==> src/rtl/uart_rx_frame_pkg.sv <==
// uart_rx_frame_pkg
//   Shared definitions for the 12-bit UART frame (start, D0..D7 LSB first,
//   even-parity bit, two stop bits). Receiver and transmitter both use it.
//   Contents: receiver FSM state encoding, frame geometry constants and the
//   parity helper.
package uart_rx_frame_pkg;

  localparam int DATA_BITS  = 8;
  localparam int STOP_BITS  = 2;
  localparam int FRAME_BITS = 12;

  typedef enum logic [2:0] {
    IDLE      = 3'd0,
    START     = 3'd1,
    DATA      = 3'd2,
    PARITY    = 3'd3,
    STOP1     = 3'd4,
    STOP2     = 3'd5,
    WAIT_HIGH = 3'd6
  } rx_state_e;

  // Parity bit value for a data byte: XOR of all data bits, so the nine
  // data+parity bits always carry an even number of ones.
  function automatic logic parity_of(input logic [DATA_BITS-1:0] data);
    return ^data;
  endfunction

endpackage : uart_rx_frame_pkg

==> src/rtl/uart_rx_frame_if.sv <==
// uart_rx_frame_if
//   Groups the serial input and the parallel host-side outputs of the
//   receiver.
//   Signals:
//     Serial_in  - asynchronous serial line, idle high
//     Dataout    - last received byte, D0 in bit 0
//     Valid      - one-cycle pulse when a frame completes
//     Parity_err - parity mismatch of the last frame (held until next Valid)
//     Frame_err  - a stop bit of the last frame was 0 (held until next Valid)
//     Busy       - receiver is not idle
//   Modports:
//     master - the receiver: reads the line, drives the host outputs
//     slave  - line driver / host: drives the line, reads the outputs
interface uart_rx_frame_if;
  import uart_rx_frame_pkg::*;

  logic                 Serial_in;
  logic [DATA_BITS-1:0] Dataout;
  logic                 Valid;
  logic                 Parity_err;
  logic                 Frame_err;
  logic                 Busy;

  modport master (
    input  Serial_in,
    output Dataout,
    output Valid,
    output Parity_err,
    output Frame_err,
    output Busy
  );

  modport slave (
    output Serial_in,
    input  Dataout,
    input  Valid,
    input  Parity_err,
    input  Frame_err,
    input  Busy
  );

endinterface : uart_rx_frame_if

==> src/rtl/uart_sync.sv <==
// uart_sync
//   N-stage synchronizer for the asynchronous serial line. All stages reset
//   to 1 so that a reset never looks like a start bit.
//   Ports:
//     Clk     - system clock
//     Rst_n   - synchronous active-low reset
//     async_i - asynchronous input
//     sync_o  - synchronized output (last stage)
module uart_sync #(
  parameter int SYNC_STAGES = 2
) (
  input  logic Clk,
  input  logic Rst_n,
  input  logic async_i,
  output logic sync_o
);

  logic [SYNC_STAGES-1:0] ff_q;

  always_ff @(posedge Clk) begin
    if (!Rst_n) begin
      ff_q <= '1;
    end else begin
      ff_q <= {ff_q[SYNC_STAGES-2:0], async_i};
    end
  end

  assign sync_o = ff_q[SYNC_STAGES-1];

endmodule : uart_sync

==> src/rtl/uart_rx_frame.sv <==
// uart_rx_frame
//   UART receiver for the 12-bit frame: start(0), D0..D7 LSB first, parity,
//   two stop bits(1). Samples each bit in its middle, delivers the byte and
//   error flags with a one-cycle Valid pulse. Errors never suppress Valid.
//   Parameters:
//     CLKS_PER_BIT - clk cycles per serial bit (1..1023)
//     SYNC_STAGES  - synchronizer depth on the serial line (2..3)
//   Ports:
//     Clk   - system clock, rising edge
//     Rst_n - synchronous active-low reset
//     bus   - uart_rx_frame_if master modport (Serial_in in, host outputs)
module uart_rx_frame
  import uart_rx_frame_pkg::*;
#(
  parameter int CLKS_PER_BIT = 1,
  parameter int SYNC_STAGES  = 2
) (
  input  logic             Clk,
  input  logic             Rst_n,
  uart_rx_frame_if.master  bus
);

  localparam int CW = $clog2(CLKS_PER_BIT) + 1;
  localparam logic [CW-1:0] HALF_C = CW'((CLKS_PER_BIT - 1) / 2);
  localparam logic [CW-1:0] LAST_C = CW'(CLKS_PER_BIT - 1);
  localparam logic [2:0]    LAST_IDX = 3'(DATA_BITS - 1);

  // Elaboration-time parameter sanity checks.
  if (CLKS_PER_BIT < 1 || CLKS_PER_BIT > 1023) begin : g_bad_cpb
    $error("uart_rx_frame: CLKS_PER_BIT must be within 1..1023");
  end
  if (SYNC_STAGES < 2 || SYNC_STAGES > 3) begin : g_bad_sync
    $error("uart_rx_frame: SYNC_STAGES must be within 2..3");
  end
  if (FRAME_BITS != DATA_BITS + STOP_BITS + 2) begin : g_bad_frame
    $error("uart_rx_frame: frame geometry constants are inconsistent");
  end

  logic rx;

  uart_sync #(
    .SYNC_STAGES(SYNC_STAGES)
  ) u_sync (
    .Clk    (Clk),
    .Rst_n  (Rst_n),
    .async_i(bus.Serial_in),
    .sync_o (rx)
  );

  rx_state_e            state_q, state_d;
  logic [CW-1:0]        cnt_q, cnt_d;
  logic [2:0]           idx_q, idx_d;
  logic [DATA_BITS-1:0] shift_q, shift_d;
  logic                 par_q, par_d;
  logic                 stop1_q, stop1_d;
  logic [DATA_BITS-1:0] data_q, data_d;
  logic                 valid_q, valid_d;
  logic                 perr_q, perr_d;
  logic                 ferr_q, ferr_d;

  always_ff @(posedge Clk) begin
    if (!Rst_n) begin
      state_q <= IDLE;
      cnt_q   <= '0;
      idx_q   <= '0;
      shift_q <= '0;
      par_q   <= 1'b0;
      stop1_q <= 1'b0;
      data_q  <= '0;
      valid_q <= 1'b0;
      perr_q  <= 1'b0;
      ferr_q  <= 1'b0;
    end else begin
      state_q <= state_d;
      cnt_q   <= cnt_d;
      idx_q   <= idx_d;
      shift_q <= shift_d;
      par_q   <= par_d;
      stop1_q <= stop1_d;
      data_q  <= data_d;
      valid_q <= valid_d;
      perr_q  <= perr_d;
      ferr_q  <= ferr_d;
    end
  end

  always_comb begin
    state_d = state_q;
    cnt_d   = cnt_q;
    idx_d   = idx_q;
    shift_d = shift_q;
    par_d   = par_q;
    stop1_d = stop1_q;
    data_d  = data_q;
    valid_d = 1'b0;
    perr_d  = perr_q;
    ferr_d  = ferr_q;

    unique case (state_q)
      IDLE: begin
        // The cycle that first sees rx low already counts as START cnt=0.
        // When HALF is 0 that cycle is the start sample itself, which is
        // what lets a one-bit-per-clock stream arrive without losing D0.
        if (!rx) begin
          idx_d = '0;
          if (HALF_C == '0) begin
            state_d = DATA;
            cnt_d   = '0;
          end else begin
            state_d = START;
            cnt_d   = CW'(1);
          end
        end
      end

      START: begin
        if (cnt_q == HALF_C) begin
          cnt_d   = '0;
          idx_d   = '0;
          // A line that is high again at mid start bit was a glitch.
          state_d = rx ? IDLE : DATA;
        end else begin
          cnt_d = cnt_q + CW'(1);
        end
      end

      DATA: begin
        if (cnt_q == LAST_C) begin
          cnt_d          = '0;
          shift_d[idx_q] = rx;
          if (idx_q == LAST_IDX) begin
            state_d = PARITY;
          end else begin
            idx_d = idx_q + 3'd1;
          end
        end else begin
          cnt_d = cnt_q + CW'(1);
        end
      end

      PARITY: begin
        if (cnt_q == LAST_C) begin
          cnt_d   = '0;
          par_d   = rx;
          state_d = STOP1;
        end else begin
          cnt_d = cnt_q + CW'(1);
        end
      end

      STOP1: begin
        if (cnt_q == LAST_C) begin
          cnt_d   = '0;
          stop1_d = rx;
          state_d = STOP2;
        end else begin
          cnt_d = cnt_q + CW'(1);
        end
      end

      STOP2: begin
        // The second stop bit is taken straight from rx on the completing
        // edge, so the outputs update on the same edge that samples it and
        // the following cycle is already IDLE, ready for a new start bit.
        if (cnt_q == LAST_C) begin
          cnt_d   = '0;
          valid_d = 1'b1;
          data_d  = shift_q;
          perr_d  = (par_q != parity_of(shift_q));
          ferr_d  = ~(stop1_q & rx);
          state_d = rx ? IDLE : WAIT_HIGH;
        end else begin
          cnt_d = cnt_q + CW'(1);
        end
      end

      WAIT_HIGH: begin
        // Held-low (break) line: wait for it to return high so that the
        // low level is not mistaken for a fresh start bit.
        if (rx) begin
          state_d = IDLE;
        end
      end

      default: begin
        state_d = IDLE;
      end
    endcase
  end

  assign bus.Dataout    = data_q;
  assign bus.Valid      = valid_q;
  assign bus.Parity_err = perr_q;
  assign bus.Frame_err  = ferr_q;
  assign bus.Busy       = (state_q != IDLE);

endmodule : uart_rx_frame

==> src/flat_wrapper.sv <==
// flat-port wrapper written by rule: the top's interface ports become plain ports
module uart_rx_frame_flat import uart_rx_frame_pkg::*;
#(
  parameter int CLKS_PER_BIT = 1,
  parameter int SYNC_STAGES  = 2
)
  (Clk, Rst_n, bus_Serial_in, bus_Dataout, bus_Valid, bus_Parity_err, bus_Frame_err, bus_Busy);
  uart_rx_frame_if bus_i ();
  input  logic Clk;
  input  logic Rst_n;
  input wire logic [$bits(bus_i.Serial_in)-1:0] bus_Serial_in;
  output wire logic [$bits(bus_i.Dataout)-1:0] bus_Dataout;
  output wire logic [$bits(bus_i.Valid)-1:0] bus_Valid;
  output wire logic [$bits(bus_i.Parity_err)-1:0] bus_Parity_err;
  output wire logic [$bits(bus_i.Frame_err)-1:0] bus_Frame_err;
  output wire logic [$bits(bus_i.Busy)-1:0] bus_Busy;
  assign bus_i.Serial_in = bus_Serial_in;
  assign bus_Dataout = bus_i.Dataout;
  assign bus_Valid = bus_i.Valid;
  assign bus_Parity_err = bus_i.Parity_err;
  assign bus_Frame_err = bus_i.Frame_err;
  assign bus_Busy = bus_i.Busy;
  uart_rx_frame #(.CLKS_PER_BIT(CLKS_PER_BIT), .SYNC_STAGES(SYNC_STAGES)) u_core (.Clk(Clk), .Rst_n(Rst_n), .bus(bus_i));
endmodule
==> config.mk <==
export PLATFORM = sky130hd
export DESIGN_NAME = uart_rx_frame_flat
export DESIGN_NICKNAME = d
export VERILOG_FILES = /design/src/rtl/uart_rx_frame_pkg.sv /design/src/rtl/uart_rx_frame_if.sv /design/src/rtl/uart_sync.sv /design/src/rtl/uart_rx_frame.sv /design/src/flat_wrapper.sv
export SDC_FILE = /design/constraint.sdc
export NUM_CORES = 1
export LEC_CHECK = 0
export ABC_AREA = 1
export CAP_MARGIN = 20
export CORE_AREA = 5 5 59 113
export CTS_BUF_LIST = sky130_fd_sc_hd__clkbuf_4 sky130_fd_sc_hd__clkbuf_8 sky130_fd_sc_hd__clkbuf_16
export DETAILED_ROUTE_END_ITERATION = 16
export DIE_AREA = 0 0 64 118
export GPL_TIMING_DRIVEN = 0
export MAX_ROUTING_LAYER = met4
export SYNTH_ARGS = -nofsm -noshare
export SYNTH_HDL_FRONTEND = slang
export SYNTH_HIERARCHICAL = 1
export SYNTH_SLANG_ARGS = --single-unit
export TNS_END_PERCENT = 10
==> constraint.sdc <==
create_clock -name Clk -period 1.88 [get_ports Clk]
set_input_delay 0.564 -clock Clk [delete_from_list [all_inputs] [get_ports Clk]]
set_output_delay 0.564 -clock Clk [all_outputs]
set_load 0.1 [all_outputs]
* Word level (Yosys, flattened, before mapping)
Cells that the tools add are included.
Storage, ports and cells: flip-flop bits (word level) 30, latch bits 0, bits in writable memories 0, memory bits (read-only) 0, output and inout bits 12, logic and storage cells 73, memories kept 0
Operators by class: add/subtract/negate cells 2, multipliers 0, div/mod/pow operators 0, magnitude comparators 2, eq/ne operators 17, shifts and indexed selects 0, multiplexer cells 23, bitwise operators 3, reduce and logical (&&, ||, !) cells 15
Operators by type and width (count):
- 3-bit two-way mux | 13
- 3-bit case mux with 7 select lines | 1
- 2-bit inequality test, second input constant | 8
- 3-bit == test, second input constant | 4
- 2-bit AND reduction | 6
- 3-bit case mux with 3 select lines | 1
- 8-bit bitwise mux | 1
- 8-bit AND reduction | 1
- 8-bit XOR reduction | 1
- 3-bit by 2-bit == test with 1-bit output, second input constant | 2
- 3-bit nonzero test | 2
- 5-bit AND reduction | 1
- 5-bit OR reduction | 1
- 3-bit by 4-bit < comparator with 1-bit output, second input constant | 1
- 1-bit two-way mux | 4
- 3-bit by 1-bit adder with 3-bit output, second input constant | 1
- 1-bit demux with 3-bit select | 1
- 3-bit by 1-bit == test with 1-bit output, second input constant | 1
- 3-bit by 1-bit greater-or-equal comparator with 1-bit output, second input constant | 1
- 3-bit zero test | 1
- 2-bit two-way mux | 1
- 2-bit by 1-bit inequality test with 1-bit output, second input constant | 1
- 1-bit inverter | 2
- 1-bit case mux with 2 select lines | 1
- other kinds (5) | 5

* Depth between registers and ports, before layout
Gate-level depths: netlist of the first run.
depth in word-level cells 5, gate-level depth with buffers 10, gate-level depth less buffers 10

* By module
The synthesis of the first run kept the hierarchy.
Modules (own cells, without submodules):
- uart_rx_frame | instances 1, cells an instance 174, area each 1298.7 µm², seq. area each 540.5 µm²
- uart_sync | instances 1, cells an instance 6, area each 55.1 µm², seq. area each 40.0 µm²

* Worst setup path before layout of the first run
No wires, ideal clock.
path kind flip-flop to output port, from register u_core.state_q[1], to output port bus_Busy, arrival time 1.190 ns, required time 1.316 ns, path slack 0.126 ns, stages on the path, launching flop included 3, buffers on the path 0, path through dfxtp_1 inv_1 nand2_1
Between the ends: cells in the longest elaborated chain, start to end 1
Ends and longest elaborated chain:
- from (decl) | line uart_rx_frame.sv:50 | rx_state_e state_q, state_d;
- from (signal assigned) | line uart_rx_frame.sv:74 | state_q <= state_d;
- 3-bit nonzero test | line uart_rx_frame.sv:195 | assign bus.Busy = (state_q != IDLE);
- to (decl) | line flat_wrapper.sv:16 | output wire logic [$bits(bus_i.Busy)-1:0] bus_Busy;
No other way between the ends.

* Worst setup path in the final report of the first run
Ends and elaborated chain as after synthesis.

==> results.md, run 1 <==
Final layout:
- The final net count is 206.
- The share of the core filled with cells is 30.3%.
- The library cell used most frequently in the layout, excluding fill and tap cells, is nand2_1.
- The share of cells above drive strength 1 is 20.3%.
- The signed area change from the synthesized netlist to the final layout is 27.6%.
- Excluding fillers, the count of instances in the completed layout stands at between 200 and 300.
- The layout filler cell count is 590.
- The top cell types in the final layout, fill and taps aside, are 43 x nand2_1, 29 x dfxtp_1, 22 x inv_1.
- Summing all flip-flop and latch instances after layout gives 581 sq um.
- The count of inserted antenna diode cells is 0.
- The multi-input combinational cells in the finished layout cover a total of 644 sq um.

Yosys:
- After synthesis, flip-flops and latches occupy 42.9% of the total area.
- The synthesized net count is 185.
- The mux contribution to synthesized area is 0%.
- The post-synthesis instance total is 180.
- The total standard cell area after synthesis is 0.00135 sq mm.
- The netlist uses 28 different library cells.
- The most area-hungry cell type in the Yosys netlist is dfxtp_1.
- Summing the areas of all fa, ha and maj instances in the mapped netlist gives between 1.5 and 2% of the synthesized area.
- After Yosys synthesis, and, or, nand and nor cells account for 28.0% of the synthesized area.
- After synthesis, the mean cell area works out to 7.52 sq um.
- The count of yosys warnings during synthesis is 6.
- The synthesized netlist devotes approximately 17% of its cell area to compound gates.
- The fraction of post-synthesis cell area in the top cell type by area is between 40% and 50%.
- The dominant combinational cell family by area after synthesis is simple AND/OR/NAND/NOR gates.
- The total of flip-flops plus latches after synthesis is 29.
- Summing the areas of all xor and xnor instances in the mapped netlist gives less than 1% of the synthesized area.
- By area the synthesized netlist is led by dfxtp_1 43%, nand2_1 12%, a21oi_1 7.4%, inv_1 6.1%, o21ai_0 5.2%.

Clock tree:
- The number of clock sinks is 29.
- TritonCTS built the clock tree.
- The latest clock arrival within the worst-skew pair is between 0.2 and 0.3 ns.
- In this run, post-CTS repair resized a total of 39 instances.
- The H-tree was split into 2 levels.
- After clock tree synthesis, the flow added hold-fix buffers numbering 0.
- Clock tree synthesis inserted a total of 5 buffers.
- The clock transition at the registers of the reported paths is 0.05 ns.
- The cell at the root of the clock tree is clkbuf_16.
- The number of buffers between clock root and the deepest sink is 2.
- After clock tree synthesis, the setup repair step added 0 buffers.

Critical path:
- The critical path in this run is classified as flop to output port.
- The data arrival at the endpoint of the critical path is 1.19 ns.
- In this run the critical register-to-register path is launched from u_core/idx_q[0].
- The largest driver fanout on the critical path is 5.
- The depth of the critical timing path with buffers and inverters included is 3.
- In this run the worst setup path begins at u_core/state_q[1].
- The count of buffering cells on the critical path with inverters included is 2.
- Data on the critical path is required at its endpoint by 1.32 ns.
- The family with the most delay on the worst path is flip-flops.
- The nature of the critical path endpoint is an output port.
- Walking the worst path, the cells encountered are inv_1 -> nand2_1 -> buf_6.
- The worst setup path endpoint is bus_Busy.
- For this design, the slowest cell found on the critical path is dfxtp_1.
- The reg-to-reg endpoint is u_core/idx_q[2].
- STA classifies the critical path startpoint as a flop.
- The worst reg-to-reg setup slack is 0.55 ns.
- The number of cells on the worst reg-to-reg path is 6.
- On the worst path, the slowest cell contributes a delay of roughly 0.45 ns.

Pwr:
- The largest vdd supply drop is 0.486 mV.
- Per report_power, the clock group accounts for 50.2% of the total.
- The part of the total power dissipated in combinational logic is 7.7%.
- The design draws 1.53 mW.
- The internal power is 1.17 mW.
- The analysis attributes to cell leakage a power of 0.744 nW.
- The sequential share of power is 42.1%.
- For this design the total switching power over the nets is 0.358 mW.
- The power per standard cell area is 883 mW/mm^2.
- Net switching is between 20% and 30% of the power.

Flow run:
- Max-cap violations in this run came to 0.

Route:
- The number of vias per cell is 4.42.
- The pre-antenna-repair detailed-routing pass consisted of 4 iterations.
- The count of antenna-violating nets left after detailed routing is 0.
- The aggregate routed wire length is 2950 um.
- The count of unresolved DRC violations after routing is 0.
- Dividing the detail-routed wire length by the instance count gives 11.2 um.
- The first routing iteration left 17 violations.
- The routed layout has 1163 vias.

Floorplanning:
- The area of the die is 0.00755 sq mm.
- For this configuration, the core starts out at a cell density of 23.7%.
- The standard-cell row count is 39.
- The count of boundary I/O pins is 15.
- The horizontal die dimension is 64 um.
- The total area inside the core boundary comes to 0.00571 sq mm.
- The die is 118 um tall.

Global route:
- The global-route congestion overflow total is 0.
- The wire length of the first global-routing pass is 5060 um.
- The pin count of the biggest net entering global routing is 11.
- The number of antenna violations at the first check in global routing is 0.
- Across every metal layer, demand over resource in global routing totals between 8 and 9%.
- The via count of the first global-routing pass is 1110.

Timing:
- The transition at the pin with the smallest max-transition slack is 0.552 ns.
- The maximum clock skew at final layout is slightly below 0.005 ns.
- Static timing analysis puts the maximum clock frequency at 570 MHz.
- Setup repair after global routing left no endpoint under its margin.
- The time the worst path needs with I/O delays and setup is 1.75 ns.
- Setup violations remaining at the end of the flow were counted as 0.
- The minimum setup slack in the final design is 0.126 ns.
- The number of failing hold endpoints at the final stage came to 0.
- The worst slew margin relative to its limit is 63.4%.
- The period utilization is 93.3%.
- The max-slew violation total from the final report came to 0.
- The final hold slack is ~0.4 ns.

Outcome:
- The run finished with clean final reports.

Placed design:
- After detailed placement, the design holds a cell count of around 260.
- Port buffering added 14 buffers.
- The congestion estimate from routability-driven global placement came to 0.808.
- The estimated wirelength of the detail-placed design is 2300 um.
- Prior to clock tree synthesis, the placed netlist has a worst setup slack of -0.476 ns.

Worst hold path:
- The type of the most critical hold path is flop to flop.
[routing by layer]
| metal | vias to the layer above | routed length [um] | global-route usage, % |
|---|---|---|---|
| li1 | 620 | - | - |
| met1 | 519 | 1050 | 7.77 |
| met2 | 17 | 1720 | 15.6 |
| met3 | 7 | 106 | 2.96 |
| met4 | 0 | 76 | 4.81 |
| met5 | - | 0 | - |
[how the worst min path moves through the flow]
stage | slack, ns | startpoint | cells after the start | end
2_1_floorplan | 0.38 | u_core/u_sync/ff_q[0] | 2 | u_core/u_sync/ff_q[1]
5_1_grt | 0.41 | u_core/u_sync/ff_q[0] | 2 | u_core/u_sync/ff_q[1]
4_1_cts | 0.40 | u_core/u_sync/ff_q[0] | 2 | u_core/u_sync/ff_q[1]
6_report | 0.40 | u_core/u_sync/ff_q[0] | 2 | u_core/u_sync/ff_q[1]
3_3_place_gp | 0.38 | u_core/u_sync/ff_q[0] | 2 | u_core/u_sync/ff_q[1]
3_5_place_dp | 0.39 | u_core/u_sync/ff_q[0] | 2 | u_core/u_sync/ff_q[1]
[flip-flops by register name, summed over array words and instances (netlist names)]
| signal | count |
|---|---|
| u_core/bus.Dataout | 8 |
| u_core/bus.Frame_err | 1 |
| u_core/bus.Parity_err | 1 |
| u_core/bus.Valid | 1 |
| u_core/idx_q | 3 |
| u_core/par_q | 1 |
| u_core/shift_q | 8 |
| u_core/state_q | 3 |
| u_core/stop1_q | 1 |
| u_core/u_sync/ff_q | 2 |
[synth_stat cells (all sizes together)]
master	instances
dfxtp	29
nor2	21
a211oi	1
a21oi	21
ha	2
nand2	45
o211ai	1
xor2	1
nor3b	2
o21ai	18
buf	3
a31oi	1
nand3	6
clkbuf	1
inv	24
nand4	1
nor3	3
[worst register-to-register path: stages (launching register included)]
cell     delay, ns
dfxtp_1       0.34
ha_1          0.21
ha_1          0.21
nand2_2       0.08
nand3_2       0.11
a21oi_1       0.20
nor3b_2       0.06
[stage by stage]
stage	cell area, sq um	TNS, ns
6_report	1730	0
5_1_grt	1730	0
4_1_cts	1720	0
3_5_place_dp	1570	-2.09
3_3_place_gp	1570	-2.29
2_1_floorplan	1350	0
[final cells by class]
type | instances | area share, %
multi-input cells | 123 | 37.3
flip-flops and latches | 29 | 33.6
repair buffers | 14 | 8.98
clock buffers | 6 | 7.68
inverters | 24 | 5.21
well taps | 61 | 4.42
plain buffers | 4 | 2.24
clock inverters | 2 | 0.579
[cell families after synthesis]
family | Yosys count
flip-flops | 29
AND/OR/NAND/NOR | 78
buffers and inverters | 28
AO/OA/AOI/OAI | 42
adder cells (fa/ha/maj) | 2
XOR/XNOR | 1
[power by group through the flow]
| stage | combinational [mW] | sequential [mW] | clock [mW] |
|---|---|---|---|
| 2_1_floorplan | 0.0916 | 0.653 | 0 |
| 3_3_place_gp | 0.117 | 0.654 | 0 |
| 3_5_place_dp | 0.118 | 0.655 | 0 |
| 4_1_cts | 0.118 | 0.642 | 0.791 |
| 5_1_grt | 0.133 | 0.644 | 0.811 |
| 6_report | 0.118 | 0.643 | 0.765 |
No activity file was read; power rests on OpenSTA's default activity.
==> run 2, diff against run 1 <==
--- a/config.mk
+++ b/config.mk
@@ -6,6 +6,7 @@
 export NUM_CORES = 1
 export LEC_CHECK = 0
 export ABC_AREA = 1
+export ABC_CLOCK_PERIOD_IN_PS = 1880
 export CAP_MARGIN = 20
 export CORE_AREA = 5 5 59 113
 export CTS_BUF_LIST = sky130_fd_sc_hd__clkbuf_4 sky130_fd_sc_hd__clkbuf_8 sky130_fd_sc_hd__clkbuf_16
@@ -13,6 +14,7 @@
 export DIE_AREA = 0 0 64 118
 export GPL_TIMING_DRIVEN = 0
 export MAX_ROUTING_LAYER = met4
+export SLEW_MARGIN = 25
 export SYNTH_ARGS = -nofsm -noshare
 export SYNTH_HDL_FRONTEND = slang
 export SYNTH_HIERARCHICAL = 1
==> results of run 2 <==
The final DEF is identical to that of run 1; final timing and power are the same.
